## src/rtl/midi_tx.sv

```systemverilog
// MIDI serial transmitter: frames a 2- or 3-byte channel message as 8N1 UART bytes,
// with optional running-status suppression of a repeated status byte.
module midi_tx #(
    parameter int unsigned BAUD_DIV       = 320,
    parameter bit          RUNNING_STATUS = 1'b1
) (
    input  logic       MHz10,
    input  logic       rst,
    input  logic       en,
    input  logic       clear,
    input  logic       send,
    input  logic [7:0] status,
    input  logic [7:0] data1,
    input  logic [7:0] data2,
    output logic       serOut,
    output logic       busy,
    output logic       done,
    output logic       err
);

    localparam int unsigned CntW = (BAUD_DIV > 1) ? $clog2(BAUD_DIV) : 1;
    localparam logic [CntW-1:0] BaudMax = CntW'(BAUD_DIV - 1);

    typedef enum logic [1:0] {
        StIdle,
        StStart,
        StData,
        StStop
    } state_e;

    state_e          state_q, state_d;
    logic [CntW-1:0] baud_cnt_q, baud_cnt_d;
    logic [2:0]      bit_cnt_q, bit_cnt_d;
    logic [7:0]      cur_q, cur_d;
    logic [7:0]      nxt0_q, nxt0_d;
    logic [7:0]      nxt1_q, nxt1_d;
    logic [1:0]      left_q, left_d;
    logic            cur_is_st_q, cur_is_st_d;
    logic [7:0]      rs_q, rs_d;
    logic            rs_vld_q, rs_vld_d;
    logic            ser_q, ser_d;
    logic            err_q, err_d;

    logic       baud_end;
    logic       abort;
    logic       st_ok;
    logic       two_byte;
    logic       skip_st;
    logic [2:0] nbit;

    assign baud_end = (baud_cnt_q == BaudMax);
    assign abort    = !en || clear;
    assign st_ok    = status[7] && (status[7:4] != 4'hF);
    assign two_byte = (status[7:4] == 4'hC) || (status[7:4] == 4'hD);
    assign skip_st  = RUNNING_STATUS && rs_vld_q && (rs_q == status);
    assign nbit     = bit_cnt_q + 3'd1;

    always_comb begin
        state_d     = state_q;
        baud_cnt_d  = baud_cnt_q;
        bit_cnt_d   = bit_cnt_q;
        cur_d       = cur_q;
        nxt0_d      = nxt0_q;
        nxt1_d      = nxt1_q;
        left_d      = left_q;
        cur_is_st_d = cur_is_st_q;
        rs_d        = rs_q;
        rs_vld_d    = rs_vld_q;
        ser_d       = ser_q;
        err_d       = 1'b0;

        if (abort) begin
            state_d     = StIdle;
            baud_cnt_d  = '0;
            bit_cnt_d   = '0;
            left_d      = '0;
            cur_is_st_d = 1'b0;
            rs_vld_d    = 1'b0;
            ser_d       = 1'b1;
        end else begin
            unique case (state_q)
                StIdle: begin
                    ser_d = 1'b1;
                    if (send) begin
                        if (!st_ok) begin
                            err_d = 1'b1;
                        end else begin
                            // Queue the bytes to go out after the first one.
                            if (skip_st) begin
                                cur_d       = {1'b0, data1[6:0]};
                                nxt0_d      = {1'b0, data2[6:0]};
                                left_d      = two_byte ? 2'd0 : 2'd1;
                                cur_is_st_d = 1'b0;
                            end else begin
                                cur_d       = status;
                                nxt0_d      = {1'b0, data1[6:0]};
                                nxt1_d      = {1'b0, data2[6:0]};
                                left_d      = two_byte ? 2'd1 : 2'd2;
                                cur_is_st_d = 1'b1;
                            end
                            state_d    = StStart;
                            baud_cnt_d = '0;
                            bit_cnt_d  = '0;
                            ser_d      = 1'b0;
                        end
                    end
                end
                StStart: begin
                    if (baud_end) begin
                        baud_cnt_d = '0;
                        bit_cnt_d  = '0;
                        state_d    = StData;
                        ser_d      = cur_q[0];
                    end else begin
                        baud_cnt_d = baud_cnt_q + 1'b1;
                    end
                end
                StData: begin
                    if (baud_end) begin
                        baud_cnt_d = '0;
                        if (bit_cnt_q == 3'd7) begin
                            state_d = StStop;
                            ser_d   = 1'b1;
                        end else begin
                            bit_cnt_d = nbit;
                            ser_d     = cur_q[nbit];
                        end
                    end else begin
                        baud_cnt_d = baud_cnt_q + 1'b1;
                    end
                end
                StStop: begin
                    if (baud_end) begin
                        baud_cnt_d = '0;
                        if (cur_is_st_q) begin
                            rs_d     = cur_q;
                            rs_vld_d = 1'b1;
                        end
                        cur_is_st_d = 1'b0;
                        if (left_q != 2'd0) begin
                            cur_d   = nxt0_q;
                            nxt0_d  = nxt1_q;
                            left_d  = left_q - 2'd1;
                            state_d = StStart;
                            ser_d   = 1'b0;
                        end else begin
                            state_d = StIdle;
                            ser_d   = 1'b1;
                        end
                    end else begin
                        baud_cnt_d = baud_cnt_q + 1'b1;
                    end
                end
                default: begin
                    state_d = StIdle;
                    ser_d   = 1'b1;
                end
            endcase
        end
    end

    always_ff @(posedge MHz10) begin
        if (rst) begin
            state_q     <= StIdle;
            baud_cnt_q  <= '0;
            bit_cnt_q   <= '0;
            cur_q       <= '0;
            nxt0_q      <= '0;
            nxt1_q      <= '0;
            left_q      <= '0;
            cur_is_st_q <= 1'b0;
            rs_q        <= '0;
            rs_vld_q    <= 1'b0;
            ser_q       <= 1'b1;
            err_q       <= 1'b0;
        end else begin
            state_q     <= state_d;
            baud_cnt_q  <= baud_cnt_d;
            bit_cnt_q   <= bit_cnt_d;
            cur_q       <= cur_d;
            nxt0_q      <= nxt0_d;
            nxt1_q      <= nxt1_d;
            left_q      <= left_d;
            cur_is_st_q <= cur_is_st_d;
            rs_q        <= rs_d;
            rs_vld_q    <= rs_vld_d;
            ser_q       <= ser_d;
            err_q       <= err_d;
        end
    end

    assign serOut = ser_q;
    assign busy   = (state_q != StIdle) && !rst;
    // done is suppressed when the final stop bit is cut short by an abort.
    assign done   = (state_q == StStop) && baud_end && (left_q == 2'd0) && en && !clear && !rst;
    assign err    = err_q;

endmodule

```

## config.mk

```make
export PLATFORM = sky130hd
export DESIGN_NAME = midi_tx
export DESIGN_NICKNAME = d
export VERILOG_FILES = /design/src/rtl/midi_tx.sv
export SDC_FILE = /design/constraint.sdc
export NUM_CORES = 1
export LEC_CHECK = 0
export ABC_CLOCK_PERIOD_IN_PS = 6710
export CAP_MARGIN = 20
export CORE_AREA = 2 2 73 75
export CTS_CLUSTER_SIZE = 30
export DETAILED_ROUTE_END_ITERATION = 6
export DIE_AREA = 0 0 75 77
export PLACE_DENSITY_LB_ADDON = 0.25
export SYNTH_ARGS = -nofsm -noshare
export SYNTH_HDL_FRONTEND = slang
export SYNTH_SLANG_ARGS = --single-unit
```

## constraint.sdc

```tcl
create_clock -name MHz10 -period 6.71 [get_ports MHz10]
set_input_delay 1.342 -clock MHz10 [delete_from_list [all_inputs] [get_ports MHz10]]
set_output_delay 1.342 -clock MHz10 [all_outputs]
set_load 0.005 [all_outputs]
```

==> qor.yml <==
clock_network:
  path_clk_slew_ps: 90
  clockBufferDepth: 2
  root_buffer: "clkbuf_8"
  clk-insertion-delay-late_ps: 300
  cts_buffers: 5
  postCtsHoldBufs: 0
  clkSinkCount: 50
  cts_htree_levels: 2
  post_cts_buffers: 0
  cts_tree: "built"
  cts-resized-gates: 0
timing:
  tns_ps: 0
  min_period_over_period_pct: 65.1
  finalCriticalPeriod_ps: 4370
  maxSlewViolCount: 0
  finalHoldViolations: 0
  grt_setup_unrepaired: "no"
  setup_viol: 0
  skew_ps: 6.54
  fmax_mhz: 229
  whs_ps: 476
  tightestPinTransition_ps: 942
  relSlewSlack_pct: 36.8
yosys:
  ys_ff_latch: 50
  synth_area_um2: 2900
  synth.distinct_cells: 51
  synth-main-ff-cell: "dfxtp_1"
  avgSynthCellArea_um2: 9.17
  syn_nets: 355
  syn_inst: 316
  synth_edf_count: 0
  synth.area.top_cells: "dfxtp_1, nor2_1, mux2i_1"
  synth_top_area_cell: "dfxtp_1"
  yosys_warnings: 0
  yosysTopAreaCellShare_pct: 34.5
  ys_async_sr_fraction_pct: 0
  synth_seq_area_share_pct: 34.5
layout:
  drive_gt1_share_pct: 9.47
  n_antenna_cell: 0
  final_util_pct: 65.2
  fin_nets: 376
  synthToLayoutAreaGrowth_pct: 12.0
  design_area_um2: 3240
setup_path:
  critPathKind: "primary input to primary output"
  worst_setup_path_end_kind: "primary output"
  path_buf_inv: 3
  cp_max_fo: 41
  start_kind: "primary input"
  cp.required_ps: 5370
  max_stage_delay_ps: 500
  cp_top_family: "buffers and inverters"
  crit_slowest_cell: "clkdlybuf4s50_1"
  arrival_ps: 3020
  path_cells: "clkdlybuf4s50_1, buf_4, nor2_1, and4_1, clkdlybuf4s50_1"
  path_common_cell: "clkdlybuf4s50_1"
floorplanning:
  ios: 33
  start_util_pct: 58.2
  die_area_um2: 5780
  core-area_um2: 4980
  row_count: 26
  die_h_um: 77
  die_x_um: 75
routing:
  drc: 0
  via_per_inst: 5.82
  drtPass1Iterations: 4
  drt_iter0_markers: 198
  antenna_left: 0
  dr_total_vias: 2375
  wl_mm: 6.24
  drt-wirelength-per-cell_um: 15.3
global_route:
  grt_pass1_wl_mm: 10.6
  grt_pass1_vias: 2329
  antenna_found_initial: 0
  track_usage_pct: 23.3
  grt_remaining_overflow: 0
  grt_max_degree: 42
placement:
  gp_congestion: 0.872
  io_buffers: 30
  hpwl_mm: 4.36
  post_dp_cell_area_um2: 3150
power:
  peakVddDrop_mv: 0.105
  powerDensity_nw_per_um2: 167
  p_leak_uw: 0.00129
  design_power_total_uw: 542
min_path:
  hp-class: "register to register"
run:
  maxCapViolCount: 0
outcome:
  status: "finished, final reports clean"
## routing by layer
| metal | GRT usage, % | vias to the layer above | share of wire [%] |
|---|---|---|---|
| li1 | - | 1180 | - |
| met1 | 30.6 | 1132 | 46 |
| met2 | 37.3 | 56 | 49 |
| met3 | 3.94 | 7 | 3.6 |
| met4 | 8.93 | 0 | 1.2 |
| met5 | 0 | - | 0 |
## where the power goes
group          switching [uW]  total (uW)  internal [uW]
logic                    28.2        56.9           28.8
registers                2.60         303            300
clock network            99.2         183           83.4
total                     130         542            412
## worst reg2reg max path: cells and delay by family (launching register included)
family          cells  cell delay (ps)
compound gates      2              810
fa+ha+maj           1              170
buf+inv             1              310
flops               1              400
simple gates        3             1150
## flip-flops by register name (all words and copies together) (netlist names)
name	cells
cur_is_st_q	1
nxt0_q	7
rs_q	8
serOut	1
left_q	2
state_q	2
rs_vld_q	1
baud_cnt_q	9
nxt1_q	7
cur_q	8
bit_cnt_q	3
err	1
## path summary, 6_finish.rpt
path,from,endpoint,slack (ps),cells after the start
setup / recovery,rst,done,2340,5
hold / removal,serOut$_SDFFE_PP1P_,serOut$_SDFFE_PP1P_,480,2
setup reg to reg,state_q[1]$_SDFFE_PP0P_,cur_q[2]$_SDFFE_PP0P_,3770,7
hold reg to reg,serOut$_SDFFE_PP1P_,serOut$_SDFFE_PP1P_,480,2
## layout make-up
cell class	instances	area (um2)
well taps	70	87.6
flip-flops and latches	50	1000
fillers	454	1730
clock buffers	7	86.3
inverters	8	30.0
clock inverters	1	5.00
multi-input cells	239	1710
repair buffers	33	323
## through the flow
step / setup WS (ps) / std cells
6_report: 2340 / 408
5_1_grt: 2290 / 408
4_1_cts: 2370 / 407
3_5_place_dp: 2380 / 399
3_3_place_gp: 2370 / 399
2_1_floorplan: 3450 / 316
## synth_stat cells, types with 3 or more instances
master	number
nand3b_1	18
inv_1	8
ha_1	10
o41ai_2	7
mux2i_1	16
nand2_1	11
nand2b_1	4
nor2_1	51
nand3_1	7
buf_6	3
or3_1	10
dfxtp_1	50
clkbuf_1	8
a21oi_1	16
o31ai_1	6
nor3_1	17
xnor2_1	13
o31ai_2	4
o21ai_0	7
nor4_1	4
nor3b_1	7
## cells in the final DEF, fill, tap and decap left out, drive strengths merged, types with 2 or more instances in the layout
cell type / Yosys / layout
a31oi: 2 / 2
nor2b: 2 / 2
nand2b: 4 / 4
nor3b: 7 / 7
o41ai: 8 / 8
nand3: 9 / 9
nand3b: 18 / 18
clkdlybuf4s50: 0 / 30
o21ai: 8 / 8
ha: 10 / 10
inv: 8 / 8
dfxtp: 50 / 50
nand2: 11 / 11
mux4: 2 / 2
or3: 10 / 10
mux2i: 16 / 16
nor4: 4 / 4
a21oi: 16 / 16
nor2: 51 / 51
clkbuf: 9 / 7
nand4: 3 / 3
nor3: 17 / 17
or2b: 3 / 3
o31ai: 10 / 10
a2111oi: 2 / 2
buf: 7 / 3
xnor2: 13 / 13
## logic make-up after synthesis
kind of cell	after synthesis	synth area share, %
simple gates	143	27.5
compound gates	54	16.0
flops	50	34.5
buf+inv	27	6.39
mux	18	7.08
xor+xnor	14	4.23
fa+ha+maj	10	4.32
Note: power is estimated with default switching activity, not from simulation.
